File: config.mk
export PLATFORM = sky130hd
export DESIGN_NAME = muldiv_unit_flat
export DESIGN_NICKNAME = d
export VERILOG_FILES = /design/src/rtl/muldiv_if.sv /design/src/rtl/muldiv_unit.sv /design/src/flat_wrapper.sv
export SDC_FILE = /design/constraint.sdc
export NUM_CORES = 1
export LEC_CHECK = 0
export CORE_MARGIN = 2
export CORE_UTILIZATION = 23
export DETAILED_ROUTE_END_ITERATION = 16
export SLEW_MARGIN = 20
export SYNTH_ARGS = -nofsm -noshare
export SYNTH_HDL_FRONTEND = slang
export SYNTH_SLANG_ARGS = --single-unit
File: constraint.sdc
create_clock -name clk -period 2.98 [get_ports clk]
set_input_delay 0.745 -clock clk [delete_from_list [all_inputs] [get_ports clk]]
set_output_delay 0.745 -clock clk [all_outputs]
set_load 0.03 [all_outputs]
File: src/rtl/muldiv_if.sv
// muldiv_if: request/result bundle between the ALU issue stage and muldiv_unit
interface muldiv_if;
  logic        start;
  logic [2:0]  op;
  logic [31:0] a;
  logic [31:0] b;
  logic        busy;
  logic        done;
  logic        div_zero;
  logic [31:0] hi;
  logic [31:0] lo;
  modport master (output start, op, a, b, input busy, done, div_zero, hi, lo);
  modport slave  (input start, op, a, b, output busy, done, div_zero, hi, lo);
endinterface

File: src/rtl/muldiv_unit.sv
// muldiv_unit: 33-cycle iterative mult/div sequencer owning HI/LO; MULDIV_SIGNED_EN enables signed mult/div
module muldiv_unit (
  input  logic     clk,
  input  logic     rst_n,
  muldiv_if.slave  bus
);
  typedef enum logic [1:0] {IDLE, RUN, FIX} state_t;
  state_t r_state, w_next;
  logic [4:0]  r_cnt;
  logic [32:0] r_p_hi;
  logic [31:0] r_p_lo, r_m, r_a, r_hi, r_lo;
  logic        r_div, r_dz, r_neg_q, r_neg_r, r_done, r_div_zero;
  logic        w_accept, w_muldiv, w_signed, w_neg_a, w_neg_b;
  logic [31:0] w_abs_a, w_abs_b, w_q, w_r, w_fix_hi, w_fix_lo;
  logic [32:0] w_sum, w_rsh;
  logic [33:0] w_diff;
  logic [63:0] w_prod, w_prod_f;
  assign w_accept = r_state == IDLE && bus.start;
  assign w_muldiv = w_accept && !bus.op[2];
`ifdef MULDIV_SIGNED_EN
  assign w_signed = bus.op[0];
  assign w_prod_f = r_neg_q ? -w_prod : w_prod;
  assign w_q      = r_neg_q ? -r_p_lo : r_p_lo;
  assign w_r      = r_neg_r ? -r_p_hi[31:0] : r_p_hi[31:0];
`else
  assign w_signed = 1'b0;
  assign w_prod_f = w_prod;
  assign w_q      = r_p_lo;
  assign w_r      = r_p_hi[31:0];
`endif
  assign w_neg_a  = w_signed & bus.a[31];
  assign w_neg_b  = w_signed & bus.b[31];
  assign w_abs_a  = w_neg_a ? -bus.a : bus.a;
  assign w_abs_b  = w_neg_b ? -bus.b : bus.b;
  // Multiply step adds into the high half; divide step shifts {R,Q} and trial-subtracts
  assign w_sum    = r_p_hi + (r_p_lo[0] ? {1'b0, r_m} : 33'd0);
  assign w_rsh    = {r_p_hi[31:0], r_p_lo[31]};
  assign w_diff   = {1'b0, w_rsh} - {2'b0, r_m};
  assign w_prod   = {r_p_hi[31:0], r_p_lo};
  // Divide by zero bypasses sign correction and reports the original dividend
  assign w_fix_hi = r_dz ? r_a : r_div ? w_r : w_prod_f[63:32];
  assign w_fix_lo = r_dz ? 32'hFFFF_FFFF : r_div ? w_q : w_prod_f[31:0];
  always_comb begin
    w_next = (r_state == IDLE) ? (w_muldiv ? RUN : IDLE) :
             (r_state == RUN)  ? ((r_cnt == 5'd31) ? FIX : RUN) : IDLE;
  end
  always_ff @(posedge clk or negedge rst_n) begin
    if (!rst_n) r_state <= IDLE;
    else        r_state <= w_next;
  end
  always_ff @(posedge clk or negedge rst_n) begin
    if (!rst_n) begin
      r_cnt <= '0;
      r_p_hi <= '0;
      r_p_lo <= '0;
      r_m <= '0;
      r_a <= '0;
      r_hi <= '0;
      r_lo <= '0;
      r_div <= 1'b0;
      r_dz <= 1'b0;
      r_neg_q <= 1'b0;
      r_neg_r <= 1'b0;
      r_done <= 1'b0;
      r_div_zero <= 1'b0;
    end else begin
      r_done <= r_state == FIX;
      r_div_zero <= r_state == FIX && r_dz;
      if (w_muldiv) begin
        r_cnt <= '0;
        r_div <= bus.op[1];
        r_dz <= bus.op[1] && bus.b == 32'd0;
        r_a <= bus.a;
        r_m <= w_abs_b;
        r_p_hi <= '0;
        r_p_lo <= w_abs_a;
        r_neg_q <= w_neg_a ^ w_neg_b;
        r_neg_r <= w_neg_a;
      end else if (r_state == RUN) begin
        r_cnt <= r_cnt + 5'd1;
        r_p_hi <= r_div ? (w_diff[33] ? w_rsh : w_diff[32:0]) : {1'b0, w_sum[32:1]};
        r_p_lo <= r_div ? {r_p_lo[30:0], ~w_diff[33]} : {w_sum[0], r_p_lo[31:1]};
      end else if (r_state == FIX) begin
        r_hi <= w_fix_hi;
        r_lo <= w_fix_lo;
      end
      if (w_accept && bus.op == 3'b100) r_hi <= bus.a;
      if (w_accept && bus.op == 3'b101) r_lo <= bus.a;
    end
  end
  assign bus.busy     = r_state != IDLE;
  assign bus.done     = r_done;
  assign bus.div_zero = r_div_zero;
  assign bus.hi       = r_hi;
  assign bus.lo       = r_lo;
endmodule

File: src/flat_wrapper.sv
// flat-port wrapper written by rule: the top's interface ports become plain ports
module muldiv_unit_flat 
  (clk, rst_n, bus_start, bus_op, bus_a, bus_b, bus_busy, bus_done, bus_div_zero, bus_hi, bus_lo);
  muldiv_if bus_i ();
  input  logic clk;
  input  logic rst_n;
  input wire logic [$bits(bus_i.start)-1:0] bus_start;
  input wire logic [$bits(bus_i.op)-1:0] bus_op;
  input wire logic [$bits(bus_i.a)-1:0] bus_a;
  input wire logic [$bits(bus_i.b)-1:0] bus_b;
  output wire logic [$bits(bus_i.busy)-1:0] bus_busy;
  output wire logic [$bits(bus_i.done)-1:0] bus_done;
  output wire logic [$bits(bus_i.div_zero)-1:0] bus_div_zero;
  output wire logic [$bits(bus_i.hi)-1:0] bus_hi;
  output wire logic [$bits(bus_i.lo)-1:0] bus_lo;
  assign bus_i.start = bus_start;
  assign bus_i.op = bus_op;
  assign bus_i.a = bus_a;
  assign bus_i.b = bus_b;
  assign bus_busy = bus_i.busy;
  assign bus_done = bus_i.done;
  assign bus_div_zero = bus_i.div_zero;
  assign bus_hi = bus_i.hi;
  assign bus_lo = bus_i.lo;
  muldiv_unit u_core (.clk(clk), .rst_n(rst_n), .bus(bus_i));
endmodule
==> impl_results.md, run 1 <==
* Status: finished clean
* Post-synthesis cell type count at 80
* Most used cell, CP: buf_4
* Post-synth EDFFs at 0
* GPL Wtd Cong at 0.8690
* Layout net count at approximately 1900
* Setup TNS at 0 ns
* Critical path cell sequence: buf_4 > and2_1 > ha_1 > o211ai_1 > o21ai_2 > a211oi_2 > buf_4 > o311ai_4 > buf_6 > o21ai_4 > o31a_1 > mux2i_2 > nand3_1
* Share of the yosys chip area belonging to registers at between 30% and 40%
* Syn avg cell area at 8.488 um2
* PD cells at between 1000 and 1500 nW/um2
* Post-DP HPWL at ~38000 um
* Peak supply drop at ~0.54 mV
* Crit path kind: register to register
* Final setup vio count at 0
* First-pass GRT wire length at 75760 um
* Filler cells at ~6000
* Crit path to: u_core.r_p_hi[26]$_DFFE_PN0P_
* Final-report max-slew violation count at 0
* Row Count at between 80 and 90
* Max incr delay on CP at approximately 0.47 ns
* DR iter-0 viols at between 800 and 900
* Slowest cell on the critical path: dfrtp_2
* Primary FF master, synth: dfrtp_1
* Number of port buffers at 136
* Avg Vias per Cell at around 4.9
* Mapped Cells at roughly 1600
* Hold WC Path Type: input port to asynchronous set/reset pin
* Initial core utilization at a little under a quarter
* Reg clk slew, reported paths at roughly 0.060 ns
* Mapped cell area at 13440 um2
* Tcrit/Tclk final at between 90% and 100%
* Endpoints failing hold at 0
* Min Tclk post-route at slightly below 3 ns
* Clk_skew at between 0.01 and 0.015 ns
* Yosys reg bits at between 200 and 250
* Post-synth ARST share at 100.0%
* GR Overflow Total at 0
* WL final at between 40000 and 50000 um
* Die width at approximately 250 um
* Slew @ Worst Pin at 0.8680 ns
* Worst skew pair latency at 0.55 ns
* Vias in the first global route at 13060
* Worst Setup End Kind: register
* CTS Buf Count at 25
* Core ar. at 57700 um2
* Hold_buf cts at 0
* Startpoint types: register
* YS warnings at 0
* Reg2Reg Depth at 13
* Clk sinks at between 200 and 250
* Boundary pin count at roughly 140
* Critical Path RT at roughly 3.4 ns
* Mapped Nets at around 1700
* N_diodes at 0
* Crit Reg-Reg Endpoint: u_core.r_p_hi[26]$_DFFE_PN0P_
* DR vias at approximately 13000
* Average wire per standard cell at ~19 um
* Root Driver: clkbuf_16
* Antenna viol nets, final at 0
* Initial antenna violation count at 0
* Layout area overhead at 33.09%
* Worst setup startpoint: u_core.r_p_lo[0]$_DFFE_PN0P_
* Maxcap violations at 0
* Global-route usage over all layers at around 16%
* Unrepaired setup endpoints after global routing: yes
* DRT Pass-1 Iters at 5
* Die Area at approximately 60000 um2
* Highest Clock Rate at approximately 0.34 GHz
* CTS tree: built
* Worst reg2reg startpoint: u_core.r_p_lo[0]$_DFFE_PN0P_
* Residual DRC count at 0
* CTS max path bufs at 3
* Crit path max fanout at 6
* P_leak at ~7.5 nW
* Pin count of the biggest net entering global routing at 78
* H-tree depth at 1
* Die height at around 250 um
* Worst EP arrival at about 3.3 ns
* Fin Hold WS at ~0.099 ns
* Relative slew slack at between 40 and 50%
* Flop-to-flop setup slack at slightly above 0.06 ns
* Share of cells above drive strength 1 at 15.53%
==> layer usage <==
layer	vias to the layer above	track usage, %	routed length [um]
met1	6256	21.26	22190
met4	0	4.403	1464
met2	313	26.98	23630
met3	79	2.226	2016
li1	6125	-	-
met5	-	0	0
==> power by group <==
| group | switching [mW] | leakage [nW] | internal [mW] |
|---|---|---|---|
| Clock | 1.32 | 0.405 | 1.78 |
| Combinational | 8.80 | 4.64 | 7.01 |
| Sequential | 1.24 | 2.46 | 4.13 |
==> through the flow <==
step           instances  util, %  power [mW]  instance area, um2  setup slack (ns)
3_5_place_dp        2545    28.83       20.42               16640           -0.1327
3_3_place_gp        2545    28.83       20.24               16640           -0.1498
5_1_grt             2594    31.00       25.99               17880          -0.08443
2_1_floorplan       1583        -       14.60               13440            0.2018
6_report            2594    31.00       24.27               17880           0.06183
4_1_cts             2592    30.38       23.74               17530         -0.005027
==> timing repair <==
item,4_1_cts,5_1_grt
buffers inserted,2,2
gates resized for setup,12,71
pin swaps,2,22
setup endpoints to repair,8,22
==> flip-flops by register name (all words and copies together), names as in the netlist <==
register,cells
u_core.bus.div_zero,1
u_core.bus.done,1
u_core.bus.hi,32
u_core.bus.lo,32
u_core.r_a,32
u_core.r_cnt,5
u_core.r_div,1
u_core.r_dz,1
u_core.r_m,32
u_core.r_p_hi,33
u_core.r_p_lo,32
u_core.r_state,2
==> cell type report <==
type                       count  area, um2  area share [%]
multi-input combinational   1235       8165           45.66
sequential                   204       5109           28.57
timing repair buffer         288       2618           14.64
tap                          765      957.2           5.352
clock buffer                  33      715.7           4.002
inverter                      57      214.0           1.196
clock inverter                12      105.1          0.5877
==> synthesized netlist by cell type, types with 4 or more instances <==
cell | instances | area share, %
inv_1 | 57 | 1.6
nand4_1 | 10 | 0.47
or2_2 | 4 | 0.19
o21bai_1 | 9 | 0.50
a21o_1 | 28 | 1.6
buf_1 | 5 | 0.14
xor2_1 | 16 | 1.0
xnor2_1 | 27 | 1.8
o211a_1 | 4 | 0.30
nor2b_1 | 4 | 0.19
a22oi_1 | 17 | 0.95
nand2b_1 | 11 | 0.51
o21ai_0 | 173 | 6.4
or3_1 | 40 | 1.9
nor3_1 | 18 | 0.67
a21oi_1 | 89 | 3.3
clkbuf_1 | 72 | 2.0
ha_1 | 66 | 6.1
nand3_1 | 26 | 0.97
and3_1 | 10 | 0.47
mux2i_1 | 87 | 6.5
o21ai_1 | 16 | 0.60
nand2_1 | 288 | 8.0
and2_1 | 43 | 2.0
o21a_1 | 13 | 0.73
o221ai_1 | 9 | 0.59
dfrtp_1 | 204 | 38
o211ai_1 | 44 | 2.5
nor3b_1 | 4 | 0.22
buf_2 | 6 | 0.22
a211oi_1 | 9 | 0.50
nor2_1 | 79 | 2.2
nor4_1 | 9 | 0.42
a31oi_1 | 12 | 0.56
a32oi_1 | 4 | 0.26
==> cell families (layout without fill, tap and decap cells) <==
kind of cell | Yosys count | after routing | share of synthesized area (%)
muxes | 87 | 87 | 6.481
adders and majority gates | 68 | 68 | 6.444
DFF | 204 | 204 | 37.99
and+or+nand+nor | 559 | 559 | 19.25
AOI/OAI and AO/OA | 478 | 478 | 22.69
xor gates and xnor gates | 43 | 43 | 2.803
buffers and inverters | 144 | 390 | 4.339
==> cells in the final DEF (no fill, tap or decap), types with 10 or more instances in the layout <==
cell / count
nand2_1: 287
dfrtp_1: 201
o21ai_0: 167
buf_4: 141
clkdlybuf4s50_1: 135
mux2i_1: 86
a21oi_1: 83
nor2_1: 73
ha_1: 56
inv_1: 55
o211ai_1: 44
and2_1: 42
or3_1: 39
a21o_1: 28
xnor2_1: 27
nand3_1: 25
clkbuf_16: 25
o21ai_1: 19
nor3_1: 17
a22oi_1: 17
xor2_1: 16
o21a_1: 13
nand4_1: 10
a31oi_1: 10
==> critical path: cells and delay by family (launching register included) <==
| family | cells | cell delay [ns] |
|---|---|---|
| muxes | 1 | 0.23 |
| adders and majority gates | 1 | 0.35 |
| AOI/OAI and AO/OA | 6 | 0.99 |
| and+or+nand+nor | 2 | 0.23 |
| buffers and inverters | 3 | 0.50 |
| DFF | 1 | 0.47 |
==> worst min-delay path by stage <==
stage	startpoint	to	slack (ns)	depth (start not counted)
final	rst_n	u_core.r_m[27]$_DFFE_PN0P_	0.1	1
after global routing	rst_n	u_core.r_p_hi[21]$_DFFE_PN0P_	0.11	1
after CTS	rst_n	u_core.r_m[27]$_DFFE_PN0P_	0.09	1
after detailed placement	u_core.r_a[19]$_DFFE_PN0P_	u_core.r_a[19]$_DFFE_PN0P_	0.46	2
after global placement	u_core.r_a[0]$_DFFE_PN0P_	u_core.r_a[0]$_DFFE_PN0P_	0.46	2
after floorplan	rst_n	u_core.bus.div_zero$_DFF_PN0_	0.45	0
No activity file was read; power rests on OpenSTA's default activity.
==> run 2: changes to the inputs <==
- ABC_AREA: not set -> 1
==> run 2 against run 1 <==
Effect of this change:
- register-to-register slack improved by 0.26 ns
- critical path depth decreased by 10
- flip-flop and latch count stayed put
- clock power up 16%
- wire length is 9.0% higher
- sequential share of layout area fell by 0.78 points
- count of clock-buffer cells in the layout rose by 6
- die area rose by 9.8%
- fmax increased by 10%
- area after synthesis increased by 10%
- combinational power down 8%
==> impl_results.md, run 2 <==
* Final setup vio count at 0 (unchanged)
* First-pass GRT wire length at 83550 um (+10%)
* Share of the yosys chip area belonging to registers at 34.54% (-3.4 points)
* DRT Pass-1 Iters at 6 (+1)
* Post-synth top area cell: dfrtp_1
* Primary FF master, synth: dfrtp_1
* Worst skew pair latency at 0.55 ns (about the same)
* Main combinational cell family by area after synthesis: simple AND/OR/NAND/NOR gates
* Worst EP arrival at 1.91 ns (-1.43 ns)
* YS warnings at 0 (unchanged)
* Row Count at 92 (+4.5%)
* Yosys reg bits at 204 (unchanged)
* Slowest cell on the critical path: clkdlybuf4s50_1
* Startpoint types: register
* Initial antenna violation count at 0 (unchanged)
* Filler cells at 7012 (+15%)
* Synth Area in Adders at 5.859% (-0.58 points)
* Min Tclk post-route at 2.653 ns (-0.2648 ns)
* Max incr delay on CP at 0.60 ns (+0.13 ns)
* Layout area overhead at 24.30%
* Hold WC Path Type: input port to asynchronous set/reset pin
* Relative slew slack at 45.73% (+3.6 points)
* Setup TNS at 0 ns (unchanged)
* Post-synth EDFFs at 0 (unchanged)
* Most frequent cells in the layout: nand2_1 (717), inv_1 (337), dfrtp_1 (204)
* Commonest non-fill, non-tap cell in the layout: nand2_1
* Post-synth ARST share at 100.0% (unchanged)
* Die height at 257.5 um (+4.8%)
* Initial core utilization at 23.34% (+0.053 points)
* Post-synthesis cell type count at 41 (-49%)
* Global-route usage over all layers at 15.91% (-0.077 points)
* Synth Area in Simple Gates at 30.07% (+11 points)
* Vias in the first global route at 14250 (+9.1%)
* Mux contribution to synthesized area at 2.032% (-4.4 points)
* XOR/XNOR share of the synthesized area at 1.067% (-1.7 points)
* GPL Wtd Cong at 0.9685 (+11%)
* Syn avg cell area at 6.639 um2 (-22%)
* Worst Setup End Kind: primary output
* Crit path kind: register to primary output
* Clk_skew at 0.01654 ns (+0.003092 ns)
* Design Area, Final at 18370 um2 (+2.7%)
* WL final at 53730 um (+9.0%)
* Max reg flops at 33 (unchanged)
* Peak supply drop at 0.4860 mV (-9.2%)
* Mapped cell area at 14780 um2 (+10%)
* CTS tree: built
* Boundary pin count at 137 (unchanged)
* Maxcap violations at 0 (unchanged)
* Mapped Nets at 2364 (+37%)
* Area fraction in compound gates after synthesis at 15.20% (-7.5 points)
* Highest Clock Rate at 0.3769 GHz (+10%)
* Root Driver: clkbuf_16
* Top post-synthesis cells by area: dfrtp_1 (35%), nand2_1 (18%), inv_1 (8.6%)
* CTS max path bufs at 3 (unchanged)
* Final-report max-slew violation count at 0 (unchanged)
* Die width at 257.5 um (+4.8%)
* Tcrit/Tclk final at 89.04% (-8.9 points)
* Crit path max-delay family: buffers and inverters
* Placed cell count at 3180 (+25%)
* N_diodes at 0 (unchanged)
* Critical Path RT at 2.24 ns (-1.16 ns)
* Synth top area share at 34.54% (-3.4 points)
* Reg clk slew, reported paths at 0.06 ns (about the same)
* Post CTS Setup Buffer Count at 0 (-2)
* PD cells at 1248 nW/um2 (-8.1%)
* Avg Vias per Cell at 4.582 (-6.9%)
* Worst Path Buf+Inv at 2 (-1)
* Core ar. at 63310 um2 (+9.7%)
* Cell Count, Final, Fillers Out at 3229 (+24%)
* Residual DRC count at 0 (unchanged)
* Unrepaired setup endpoints after global routing: no
* GR Overflow Total at 0 (unchanged)
* Biggest register: u_core.r_p_hi
* Layout net count at 2501 (+28%)
* Dpl cell area at 17390 um2 (+4.5%)
* Most frequent cell after synthesis: nand2_1
* Share of cells above drive strength 1 at 5.833% (-9.7 points)
* Total power at 22.92 mW (-5.6%)
* DR vias at 14800 (+16%)
* Mapped Cells at 2226 (+41%)
* Slew @ Worst Pin at 0.8122 ns (-0.05581 ns)
* Pin count of the biggest net entering global routing at 65 (-17%)
* P_leak at 9.378 nW (+25%)
* Clk sinks at 204 (unchanged)
* Fin Hold WS at 0.1686 ns (+0.06913 ns)
* H-tree depth at 1 (unchanged)
* Die Area at 66300 um2 (+9.8%)
* Average wire per standard cell at 16.64 um (-12%)
* Number of port buffers at 136 (unchanged)
* Endpoints failing hold at 0 (unchanged)
* Post-DP HPWL at 41740 um (+11%)
* Antenna viol nets, final at 0 (unchanged)
* Top cells by count, synth: nand2_1 (718), inv_1 (339), dfrtp_1 (204), o21ai_0 (178), nor2_1 (146)
* DR iter-0 viols at 1271 (+55%)
* Critical path cell sequence: nor2_1 > inv_1 > clkdlybuf4s50_1
* Crit path max fanout at 3 (-3)
* Status: finished clean
* CTS Buf Count at 27 (+8.0%)
-- run 2: cell types whose count changed after synthesis, sizes merged, moves of 17 or more --
cell / previous run / this run
a22oi: 17 / 0
nand3: 26 / 129
a21oi: 90 / 125
nand2: 288 / 726
inv: 57 / 347
a21o: 29 / 0
nor2: 80 / 147
and2: 43 / 0
or3: 40 / 0
mux2i: 87 / 30
-- run 2: worst reg2reg max path, delay by kind of cell (launching register included) --
family	cells	cell delay (ns)
buffers and inverters	2	0.35
adder cells (fa/ha/maj)	1	0.43
AO/OA/AOI/OAI	1	0.28
flip-flops	1	0.33
AND/OR/NAND/NOR	13	1.16
-- run 2: path summary, 6_finish.rpt --
check	start	end	slack [ns]	cells after the start
min in group clk	u_core.r_cnt[3]$_DFFE_PN0P_	u_core.r_cnt[3]$_DFFE_PN0P_	0.47	1
worst min-delay path	rst_n	u_core.bus.lo[6]$_DFFE_PN0P_	0.17	1
worst max-delay path	u_core.r_state[1]$_DFF_PN0_	bus_busy	0.33	3
max in group asynchronous	rst_n	u_core.r_m[17]$_DFFE_PN0P_	2.07	2
worst max register to register	u_core.r_p_lo[0]$_DFFE_PN0P_	u_core.r_p_hi[25]$_DFFE_PN0P_	0.33	17
worst min register to register	u_core.r_cnt[3]$_DFFE_PN0P_	u_core.r_cnt[3]$_DFFE_PN0P_	0.47	1
-- run 2: kinds of logic (layout without fill, tap and decap cells) --
| kind of cell | Yosys count | after routing |
|---|---|---|
| muxes | 30 | 30 |
| adders and majority gates | 68 | 68 |
| and+or+nand+nor | 1074 | 1074 |
| buffers and inverters | 430 | 587 |
| AOI/OAI and AO/OA | 402 | 402 |
| xor gates and xnor gates | 18 | 18 |
| DFF | 204 | 204 |
-- run 2: cell type report --
cell class	instances	area, um2	share of cell area, %
well taps	846	1059	5.763
inverters	348	1306	7.111
clock inverters	10	181.4	0.9877
clock buffers	39	800.8	4.359
multi-input cells	1592	8034	43.74
flip-flops and latches	204	5105	27.79
repair buffers	190	1883	10.25
-- run 2: repair_timing --
item                                    in CTS  in global routing
gates resized for setup                      0                  2
hold buffers                                 0                  0
endpoints found under the setup margin       0                  8
-- run 2: per-layer routing --
layer | track usage (%) | routed length [um] | vias up
met5 | 0 | 0 | -
met4 | 5.796 | 2043 | 0
met3 | 2.029 | 2803 | 85
met2 | 26.55 | 24940 | 444
met1 | 20.99 | 23940 | 6872
li1 | - | - | 7395
-- run 2: power breakdown --
part / internal, mW / total (mW) / leakage, nW / switching [mW]
logic: 5.16 / 14.6 / 6.52 / 9.46
registers: 3.84 / 4.68 / 2.38 / 0.841
clock network: 2.29 / 3.61 / 0.482 / 1.33
total: 11.3 / 22.9 / 9.38 / 11.6
-- run 2: metrics by stage --
| step | worst slack [ns] | util [%] |
|---|---|---|
| 6_report | 0.3267 | 29.01 |
| 5_1_grt | 0.06771 | 29.01 |
| 4_1_cts | 0.2727 | 29.01 |
| 3_5_place_dp | 0.2561 | 27.46 |
| 3_3_place_gp | 0.3334 | 27.46 |
| 2_1_floorplan | 0.2418 | - |
==> run 3: changes to the inputs <==
- SKIP_CTS_REPAIR_TIMING: not set -> 1
==> results of run 3 <==
No change in the layout: final DEF, timing and power equal those of run 2.
